[src/rtl/periph_bus_pkg.sv]
// Shared types and constants for the shift/display peripheral bus.
package periph_bus_pkg;

  typedef enum logic [1:0] {
    IDLE   = 2'd0,
    SETUP  = 2'd1,
    ACCESS = 2'd2
  } state_t;

  localparam logic [2:0] ADDR_SHIFT   = 3'b011;
  localparam logic [2:0] ADDR_CTRL    = 3'b100;
  localparam int         CTRL_DISPLAY = 0;

endpackage

[src/rtl/bus_wait_timer.sv]
// Wait-state timer: counts ACCESS cycles and flags expiry on the TIMEOUT-th one.
// TIMEOUT = 0 disables the timer entirely.
module bus_wait_timer #(
  parameter int TIMEOUT = 64
) (
  input  logic CLK,
  input  logic RESET,
  input  logic clear,
  input  logic enable,
  output logic expire
);

  if (TIMEOUT > 0) begin : g_timer
    localparam int            CW  = (TIMEOUT > 1) ? $clog2(TIMEOUT) : 1;
    localparam logic [CW-1:0] MAX = CW'(TIMEOUT - 1);

    logic [CW-1:0] cnt_q, cnt_d;

    // Next count: clear wins, otherwise count up and saturate at MAX.
    always_comb begin
      cnt_d = cnt_q;
      if (clear) begin
        cnt_d = '0;
      end else if (enable && (cnt_q != MAX)) begin
        cnt_d = cnt_q + CW'(1);
      end
    end

    // Count register.
    always_ff @(posedge CLK or posedge RESET) begin
      if (RESET) cnt_q <= '0;
      else       cnt_q <= cnt_d;
    end

    // Expire during the cycle that would be the TIMEOUT-th enabled one.
    assign expire = enable && (cnt_q == MAX);
  end else begin : g_none
    logic unused_inputs;
    assign unused_inputs = CLK ^ RESET ^ clear ^ enable;
    assign expire        = 1'b0;
  end

endmodule

[src/rtl/periph_bus_initiator.sv]
// Host-request to two-phase SEL/EN/W bus initiator with read bursts and
// wait-state timeout. All bus and response outputs are registered.
module periph_bus_initiator
  import periph_bus_pkg::*;
#(
  parameter int DATA_W  = 32,
  parameter int LEN_W   = 4,
  parameter int TIMEOUT = 64
) (
  input  logic              CLK,
  input  logic              RESET,
  input  logic              req_valid,
  output logic              req_ready,
  input  logic              req_write,
  input  logic [2:0]        req_addr,
  input  logic [DATA_W-1:0] req_wdata,
  input  logic [LEN_W-1:0]  req_len,
  output logic              rsp_valid,
  output logic [DATA_W-1:0] rsp_rdata,
  output logic              rsp_err,
  output logic              SEL,
  output logic              EN,
  output logic              W,
  output logic [2:0]        rel_addr,
  output logic [DATA_W-1:0] PWDATA,
  input  logic [DATA_W-1:0] PRDATA,
  input  logic              PREADY
);

  state_t              state_q, state_d;
  logic                sel_q, sel_d, en_q, en_d, w_q, w_d;
  logic [2:0]          addr_q, addr_d;
  logic [DATA_W-1:0]   pwdata_q, pwdata_d;
  logic [LEN_W-1:0]    beat_q, beat_d;
  logic                rsp_valid_q, rsp_valid_d, rsp_err_q, rsp_err_d;
  logic [DATA_W-1:0]   rsp_rdata_q, rsp_rdata_d;
  logic                expire;

  assign req_ready = (state_q == IDLE) && !RESET;

  // Wait counter is cleared while in SETUP so every ACCESS starts from zero.
  bus_wait_timer #(.TIMEOUT(TIMEOUT)) u_timer (
    .CLK    (CLK),
    .RESET  (RESET),
    .clear  (state_q == SETUP),
    .enable (state_q == ACCESS),
    .expire (expire)
  );

  // Next state and registered outputs; PREADY has priority over timeout.
  always_comb begin
    state_d     = state_q;
    sel_d       = sel_q;
    en_d        = en_q;
    w_d         = w_q;
    addr_d      = addr_q;
    pwdata_d    = pwdata_q;
    beat_d      = beat_q;
    rsp_valid_d = 1'b0;
    rsp_rdata_d = '0;
    rsp_err_d   = 1'b0;
    case (state_q)
      IDLE: begin
        if (req_valid && req_ready) begin
          state_d  = SETUP;
          sel_d    = 1'b1;
          en_d     = 1'b0;
          w_d      = req_write;
          addr_d   = req_addr;
          pwdata_d = req_wdata;
          beat_d   = req_write ? '0 : req_len;
        end
      end
      SETUP: begin
        state_d = ACCESS;
        en_d    = 1'b1;
      end
      ACCESS: begin
        if (PREADY) begin
          rsp_valid_d = 1'b1;
          rsp_rdata_d = w_q ? '0 : PRDATA;
          if (beat_q != '0) begin
            beat_d  = beat_q - LEN_W'(1);
            state_d = SETUP;
            en_d    = 1'b0;
          end else begin
            state_d = IDLE;
            sel_d   = 1'b0;
            en_d    = 1'b0;
            w_d     = 1'b0;
          end
        end else if (expire) begin
          rsp_valid_d = 1'b1;
          rsp_err_d   = 1'b1;
          beat_d      = '0;
          state_d     = IDLE;
          sel_d       = 1'b0;
          en_d        = 1'b0;
          w_d         = 1'b0;
        end
      end
      default: begin
        state_d = IDLE;
        sel_d   = 1'b0;
        en_d    = 1'b0;
        w_d     = 1'b0;
      end
    endcase
  end

  // State, bus and response registers.
  always_ff @(posedge CLK or posedge RESET) begin
    if (RESET) begin
      state_q     <= IDLE;
      sel_q       <= 1'b0;
      en_q        <= 1'b0;
      w_q         <= 1'b0;
      addr_q      <= '0;
      pwdata_q    <= '0;
      beat_q      <= '0;
      rsp_valid_q <= 1'b0;
      rsp_rdata_q <= '0;
      rsp_err_q   <= 1'b0;
    end else begin
      state_q     <= state_d;
      sel_q       <= sel_d;
      en_q        <= en_d;
      w_q         <= w_d;
      addr_q      <= addr_d;
      pwdata_q    <= pwdata_d;
      beat_q      <= beat_d;
      rsp_valid_q <= rsp_valid_d;
      rsp_rdata_q <= rsp_rdata_d;
      rsp_err_q   <= rsp_err_d;
    end
  end

  assign SEL       = sel_q;
  assign EN        = en_q;
  assign W         = w_q;
  assign rel_addr  = addr_q;
  assign PWDATA    = pwdata_q;
  assign rsp_valid = rsp_valid_q;
  assign rsp_rdata = rsp_rdata_q;
  assign rsp_err   = rsp_err_q;

endmodule
[config.mk]
export PLATFORM = sky130hd
export DESIGN_NAME = periph_bus_initiator
export DESIGN_NICKNAME = d
export VERILOG_FILES = /design/src/rtl/periph_bus_pkg.sv /design/src/rtl/bus_wait_timer.sv /design/src/rtl/periph_bus_initiator.sv
export SDC_FILE = /design/constraint.sdc
export NUM_CORES = 1
export LEC_CHECK = 0
export ABC_CLOCK_PERIOD_IN_PS = 2500
export BUFFER_PORTS_ARGS = -buffer_cell sky130_fd_sc_hd__buf_2
export CAP_MARGIN = 5
export CORE_MARGIN = 5
export CORE_UTILIZATION = 46
export DETAILED_ROUTE_END_ITERATION = 16
export PLACE_DENSITY = 0.89
export SKIP_LAST_GASP = 1
export SYNTH_ARGS = -nofsm -noshare
export SYNTH_HDL_FRONTEND = slang
export SYNTH_SLANG_ARGS = --single-unit
[constraint.sdc]
create_clock -name CLK -period 2.5 [get_ports CLK]
set_input_delay 0.125 -clock CLK [delete_from_list [all_inputs] [get_ports CLK]]
set_output_delay 0.125 -clock CLK [all_outputs]
set_load 0.01 [all_outputs]
==> summary.md, run 1 <==
| Metric | Value |
|---|---|
| Outcome | complete, no violations |
| Critical-path maximum fanout | 18 |
| Yosys reg bits | 83 |
| Total gr overflow | 0 |
| Nets@finish | slightly above 500 |
| Avg Cell Area, Syn | about 13 um^2 |
| Mapped Area | 3260 um^2 |
| Die width | around 94 um |
| Mux contribution to synthesized area | 0.130 |
| Critical path class | register to register |
| Top cell type's share of synthesized area | 0.637 |
| EDFF count, synth | 0 |
| RSZ-0062 raised after global routing | no |
| Commonest cells post-synth | dfrtp_1, mux2_2, and2_1 |
| Skew final | 0.00777 ns |
| Max incr delay on CP | just over 0.7 ns |
| Vias in the first global route | about 2800 |
| Htree depth | 3 |
| Die area | 8870 um^2 |
| CP endpoint kind | register |
| Syn nets | 323 |
| WL final | around 8600 um |
| Final worst path period share | 0.747 |
| Power consumption | ~4.6 mW |
| Worst path cell trace | nand2b_1, nor4_2, nor2_1, mux2i_1 |
| Drt pass-1 iters | 5 |
| Most common cell in the synthesized netlist | dfrtp_1 |
| Root buffer cell | clkbuf_8 |
| Ports | approximately 150 |
| Xor/xnor share of the synthesized area | 0 |
| CTS tree | built |
| Initial Util | 0.477 |
| Layout cells sized above 1 | 0.468 |
| Area contributors post-synth | dfrtp_1, mux2_2, and2_1 |
| Max-slew headroom | 0.622 |
| Startpoint types | register |
| Predominant post-synthesis flop cell | dfrtp_1 |
| PostCTS Resize Cnt | 0 |
| Worst Path Required | 2.75 ns |
| Min cycle time layout | about 1.9 ns |
| Final hold viol count | 0 |
| Final Wtd Congestion | 0.818 |
| Clock transition at the registers of the reported paths | 0.08 ns |
| Initial antenna violation count | 0 |
| Rows | 30 |
| Port bufs | 148 |
| Total track usage | 0.199 |
| Mapped Cells | 244 |
| Largest net degree at the start of global routing | 61 |
| Detailed placement HPWL | roughly 5800 um |
| N_diodes | 0 |
| Vias per inst | about 5.0 |
| Hold_buf cts | 34 |
| Adder-Cell Fraction of Synth Area | 0.0115 |
| DRC violations left | 0 |
| Post-CTS Setup Bufs | 0 |
| Final setup fails | 0 |
| Slew Limit Fails | 0 |
| Simple-gate portion of the synthesized area | 0.133 |
| Clk sinks | 83 |
| Layout area overhead | 45.4% |
| Leading area contributor after synthesis | dfrtp_1 |
| Post-synthesis cell type count | 39 |
| Routed WL per cell | roughly 16 um |
| Setup TNS | 0 ns |
| HP Class | input port to register |
| Largest family of logic cells by synthesized area | simple AND/OR/NAND/NOR gates |
| Die height | between 90 and 100 um |
| Detail Route Antenna Nets | 0 |
| CTS Buf Count | 9 |
| Peak VDD IR | between 0.5 and 0.6 mV |
| Max cap viols | 0 |
| Worst slew pin tran | ~0.57 ns |
| CTS max path bufs | 2 |
| Sequential share of the synthesized area | 0.637 |
| DR vias | 2694 |
| FMAX | 0.535 GHz |
| Clk_lat worst skew | roughly 0.33 ns |
| Buffers & Inverters on Critical Path | 0 |
| Post-synthesis compound-gate area fraction | 0.0599 |
| Power density over cell area | between 900 and 1000 nW/um^2 |
| P_leak | roughly 2.4 nW |
| Critical Path AT | between 2 and 2.5 ns |
| CP delay by family, top | simple AND/OR/NAND/NOR gates |
| DRT iter0 DRCs | a little under 80 |
| Ys async rst share | 1.00 |
| Slowest stage cell, crit path | dfrtp_1 |
| Core Area | about 7000 um^2 |
| Syn. warnings | 0 |
| First-pass GRT wire length | roughly 14000 um |
-- area by class of cell --
cell class / count / area [um^2]
Sequential cell: 83 / 2080
Multi-Input combinational cell: 142 / 1090
Fill cell: 513 / 2090
Timing Repair Buffer: 196 / 1220
Inverter: 6 / 23.8
Clock inverter: 5 / 78.8
Clock buffer: 10 / 128
Tap cell: 96 / 120
-- per-stage QoR --
stage / utilization / std cells / hold WS [ns] / setup slack (ns) / area [um^2]
after floorplan: - / 244 / 0.197 / 0.238 / 3260
after global placement: 0.601 / 480 / 0.165 / 0.739 / 4100
after detailed placement: 0.601 / 480 / 0.172 / 0.668 / 4100
after CTS: 0.681 / 529 / 0.000411 / 0.651 / 4650
after global routing: 0.694 / 538 / 0.00184 / 0.434 / 4740
final: 0.694 / 538 / 0.0241 / 0.632 / 4740
-- state kept, by name, summed over array words and instances, names as in the netlist --
| signal | cells |
|---|---|
| u_timer.g_timer.cnt_q | 6 |
| W | 1 |
| rsp_rdata | 32 |
| beat_q | 4 |
| SEL | 1 |
| state_q | 2 |
| PWDATA | 32 |
| rsp_err | 1 |
| rsp_valid | 1 |
| rel_addr | 3 |
-- worst paths after layout --
path | startpoint | cells past startpoint | slack [ns] | to
setup / recovery | state_q[0] | 4 | 0.63 | beat_q[0]
hold / removal | req_wdata[29] | 2 | 0.02 | PWDATA[29]
setup reg to reg | state_q[0] | 4 | 0.63 | beat_q[0]
hold reg to reg | PWDATA[2] | 1 | 0.51 | PWDATA[2]
max in group asynchronous | RESET | 4 | 1.50 | rsp_rdata[19]
min in group asynchronous | RESET | 3 | 0.36 | u_timer.g_timer.cnt_q[1]
-- cell families (layout without fill, tap and decap cells) --
kind of cell / count (synthesis) / after routing
flip-flops: 83 / 83
AND/OR/NAND/NOR: 72 / 72
multiplexers: 38 / 38
AO/OA/AOI/OAI: 29 / 29
buffers and inverters: 19 / 217
adder cells (fa/ha/maj): 3 / 3
-- where the power goes --
part           switching (mW)  internal [mW]
sequential              0.264           1.76
combinational           0.778          0.775
clock                   0.450          0.556
total                    1.49           3.10
-- layout by cell type (no fill, tap or decap), drive strengths merged, types with 2 or more instances in the layout --
cell type | Yosys | routed
or2 | 2 | 2
nand3 | 6 | 6
inv | 6 | 5
buf | 8 | 153
a22o | 2 | 2
dlygate4sd3 | 0 | 43
mux2 | 35 | 35
o211ai | 2 | 2
nand2 | 10 | 10
and2 | 32 | 32
bufinv | 0 | 2
mux2i | 3 | 3
a211oi | 2 | 2
nor4b | 2 | 2
clkinv | 0 | 4
o22ai | 2 | 2
nor3 | 3 | 3
clkbuf | 5 | 10
nor2 | 7 | 7
a21oi | 4 | 4
ha | 3 | 3
dfrtp | 83 | 83
o21ai | 5 | 5
nor3b | 2 | 2
a31oi | 5 | 5
nor4 | 2 | 2
o2bb2ai | 2 | 2
-- per-layer routing --
metal	part of all wire	track usage	vias up	routed length, um
met3	0.11	0.0745	20	919
met5	0	0	-	0
met4	0.020	0.0854	0	175
li1	-	-	1230	-
met2	0.52	0.335	147	4450
met1	0.36	0.226	1297	3070
Note: power is estimated with default switching activity, not from simulation.
==> inputs of run 2 (changes only) <==
--- a/config.mk
+++ b/config.mk
@@ -5,7 +5,8 @@
 export SDC_FILE = /design/constraint.sdc
 export NUM_CORES = 1
 export LEC_CHECK = 0
-export ABC_CLOCK_PERIOD_IN_PS = 2500
+export ABC_AREA = 1
+export ABC_CLOCK_PERIOD_IN_PS = 1900
 export BUFFER_PORTS_ARGS = -buffer_cell sky130_fd_sc_hd__buf_2
 export CAP_MARGIN = 5
 export CORE_MARGIN = 5
==> constraint.sdc (replaced) <==
create_clock -name CLK -period 1.9 [get_ports CLK]
set_input_delay 0.095 -clock CLK [delete_from_list [all_inputs] [get_ports CLK]]
set_output_delay 0.095 -clock CLK [all_outputs]
set_load 0.01 [all_outputs]
==> run 2 against run 1 <==
  * Non-clock buffer count increased by 23
  * Core utilization increased by 4.5 points
  * Critical path type unchanged
  * Critical endpoint is now beat_q[1]
  * Sequential power increased by 29%
  * Clock skew increased by 0.0026 ns
  * Total power increased by 41%
  * Register-to-register slack got worse by 0.25 ns
  * Count of clock-buffer cells in the layout increased by 1
  * Clock power increased by 55%
  * Critical path depth increased by 5
==> summary.md, run 2 <==
| Metric | Value |
|---|---|
| Mapped Area | 3250 um^2 (-0.19%) |
| Commonest cells after routing, fill and taps aside | buf_2, dfrtp_1, dlygate4sd3_1, nand2_1, nor2_1 |
| Commonest non-fill, non-tap cell in the layout | buf_2 |
| Min Hold Slack | 0.0254 ns (+0.00126 ns) |
| N_diodes | 0 (unchanged) |
| Vias per inst | 4.63 (-7.5%) |
| EDFF count, synth | 0 (unchanged) |
| Sequential share of the synthesized area | 0.638 (+0.00122) |
| DR vias | 2849 (+5.8%) |
| Setup WS post-layout | 0.377 ns (-0.255 ns) |
| Peak VDD IR | 0.540 mV (+5.5%) |
| Nets@finish | 593 (+15%) |
| Setup TNS | 0 ns (unchanged) |
| Total gr overflow | 0 (unchanged) |
| Ports | 149 (unchanged) |
| Critical path class | register to register |
| Placed cells | 532 (+11%) |
| Htree depth | 3 (unchanged) |
| DRC violations left | 0 (unchanged) |
| FMAX | 0.657 GHz (+23%) |
| FF-to-FF path depth | 9 (+5) |
| Total track usage | 0.210 (+0.0106) |
| Commonest cells post-synth | dfrtp_1, nand2_1, nor2_1 |
| Yosys reg bits | 83 (unchanged) |
| Area contributors post-synth | dfrtp_1, mux2_1, nand2_1 |
| Crit path top cell by count | nand2_1 |
| Ys async rst share | 1.00 (unchanged) |
| Clk sinks | 83 (unchanged) |
| Startpoint types | register |
| CTS Buf Count | 9 (unchanged) |
| Flop2flop setup slack | 0.38 ns (-0.25 ns) |
| Final worst path period share | 0.801 (+0.0542) |
| CP endpoint kind | register |
| Leading area contributor after synthesis | dfrtp_1 |
| Worst Path Required | 2.18 ns (-0.57 ns) |
| Layout area overhead | 55.1% |
| Vias in the first global route | 3034 (+8.0%) |
| Root buffer cell | clkbuf_8 |
| Syn. warnings | 0 (unchanged) |
| CTS max path bufs | 2 (unchanged) |
| R2R Path End | beat_q[1] |
| Max-slew headroom | 0.321 (-0.302) |
| Port bufs | 148 (unchanged) |
| Final setup fails | 0 (unchanged) |
| Max cap viols | 0 (unchanged) |
| Predominant post-synthesis flop cell | dfrtp_1 |
| Largest net degree at the start of global routing | 84 (+38%) |
| Post-layout util | 0.739 (+0.0449) |
| Skew final | 0.0104 ns (+0.00261 ns) |
| Critical Path AT | 1.81 ns (-0.31 ns) |
| Register area | 2080 um^2 (unchanged) |
| Avg Cell Area, Syn | 11.1 um^2 (-17%) |
| Critical Path Source | u_timer.g_timer.cnt_q[0] |
| Clock transition at the registers of the reported paths | 0.09 ns (about the same) |
| HP Class | input port to register |
| Filler cells | 448 (-13%) |
| Die width | 94.1 um (about the same) |
| Slowest stage cell, crit path | dfrtp_1 |
| WL final | 9130 um (+6.0%) |
| Worst slew pin tran | 1.02 ns (+0.452 ns) |
| Place WS | 0.395 ns (-0.273 ns) |
| Max incr delay on CP | 0.39 ns (-0.32 ns) |
| Drt pass-1 iters | 4 (-1) |
| Mapped Cells | 294 (+20%) |
| Min cycle time layout | 1.52 ns (-0.345 ns) |
| Die height | 94.1 um (about the same) |
| Die area | 8860 um^2 (-0.17%) |
| Detail Route Antenna Nets | 0 (unchanged) |
| FF-to-FF Start | u_timer.g_timer.cnt_q[0] |
| Syn nets | 373 (+15%) |
| DRT iter0 DRCs | 118 (+51%) |
| Rows | 30 (unchanged) |
| CTS tree | built |
| Outcome | complete, no violations |
| Initial antenna violation count | 0 (unchanged) |
| Slew Limit Fails | 0 (unchanged) |
| Area occupied by multi-input gates | 1060 um^2 (-3.1%) |
| Power density over cell area | 1280 nW/um^2 (+32%) |
| Final hold viol count | 0 (unchanged) |
| Most common cell in the synthesized netlist | dfrtp_1 |
| Final Wtd Congestion | 0.876 (+7.1%) |
| Clk_lat worst skew | 0.34 ns (about the same) |
| Post-CTS Setup Bufs | 0 (unchanged) |
| Layout cells sized above 1 | 0.351 (-0.118) |
| P_leak | 2.66 nW (+10%) |
| Non-filler cells, final | 615 (+14%) |
| Worst path cell trace | ha_1, nand2_1, nor2_1, nand2_1, nand3_1, nand2_2, nor2_2, nand2_1, nand2_1 |
| Post-synthesis cell type count | 24 (-38%) |
| Crit path capture | beat_q[1] |
| Critical-path maximum fanout | 4 (-14) |
| Core Area | 6830 um^2 (unchanged) |
| First-pass GRT wire length | 14400 um (+6.4%) |
| Detailed placement HPWL | 5680 um (-2.4%) |
| Initial Util | 0.476 (-0.000916) |
| Top cell type's share of synthesized area | 0.638 (+0.00122) |
| Routed WL per cell | 14.8 um (-7.2%) |
| RSZ-0062 raised after global routing | no |
-- run 2: changes by cell type after synthesis, sizes merged, moves of 3 or more --
cell / before / now
nor2: 7 / 42
and2: 32 / 0
a31oi: 5 / 0
mux2i: 3 / 0
o21ai: 5 / 9
nor3: 3 / 0
nand3: 6 / 16
inv: 6 / 20
nand2: 10 / 65
-- run 2: stage by stage --
step           area (um^2)  power [mW]
2_1_floorplan         3280        3.92
3_3_place_gp          4120        4.66
3_5_place_dp          4120        4.77
4_1_cts               5050        6.46
5_1_grt               5050        6.87
6_report              5050        6.46
-- run 2: final cells by class --
cell class                 count  area share
clock buffer                  11      0.0300
inverter                      20      0.0156
clock inverter                 5      0.0213
tap                           96      0.0238
timing repair buffer         219       0.288
sequential                    83       0.412
multi-input combinational    181       0.210
-- run 2: worst min-delay path by stage --
stage / from / cells past startpoint / endpoint
3_3_place_gp: req_wdata[8] / 2 / PWDATA[8]
5_1_grt: req_addr[1] / 2 / rel_addr[1]
6_report: req_addr[1] / 2 / rel_addr[1]
4_1_cts: req_addr[1] / 2 / rel_addr[1]
2_1_floorplan: PREADY / 1 / rsp_err
3_5_place_dp: req_wdata[2] / 2 / PWDATA[2]
-- run 2: report_power, final --
group	leakage (nW)	switching (mW)	internal [mW]
combinational	1.46	1.27	0.989
clock	0.130	0.619	0.953
sequential	1.07	0.305	2.32
total	2.66	2.20	4.26
-- run 2: timing repair --
item | in CTS | in global routing
endpoints found under the hold margin | 67 | 0
gates resized for setup | 0 | 0
hold buffers | 67 | 0
-- run 2: cell families (layout without fill, tap and decap cells) --
kind of cell,Yosys count,count (layout),share of synthesized area
AO/OA/AOI/OAI,16,16,0.0265
XOR/XNOR,2,2,0.00538
adder cells (fa/ha/maj),3,3,0.0115
buffers and inverters,30,255,0.0369
flip-flops,83,83,0.638
multiplexers,35,35,0.121
AND/OR/NAND/NOR,125,125,0.160
-- run 2: metal layers --
| metal | global-route usage | vias to the layer above | routed length [um] | share of wire |
|---|---|---|---|---|
| met5 | 0 | - | 0 | 0 |
| met4 | 0.0770 | 0 | 199 | 0.022 |
| met3 | 0.0625 | 18 | 702 | 0.077 |
| li1 | - | 1381 | - | - |
| met2 | 0.377 | 104 | 4780 | 0.52 |
| met1 | 0.233 | 1346 | 3450 | 0.38 |
-- run 2: critical path, delay by kind of cell (launching register included) --
| family | cells | cell delay, ns |
|---|---|---|
| adder cells (fa/ha/maj) | 1 | 0.18 |
| flip-flops | 1 | 0.39 |
| AND/OR/NAND/NOR | 8 | 0.91 |
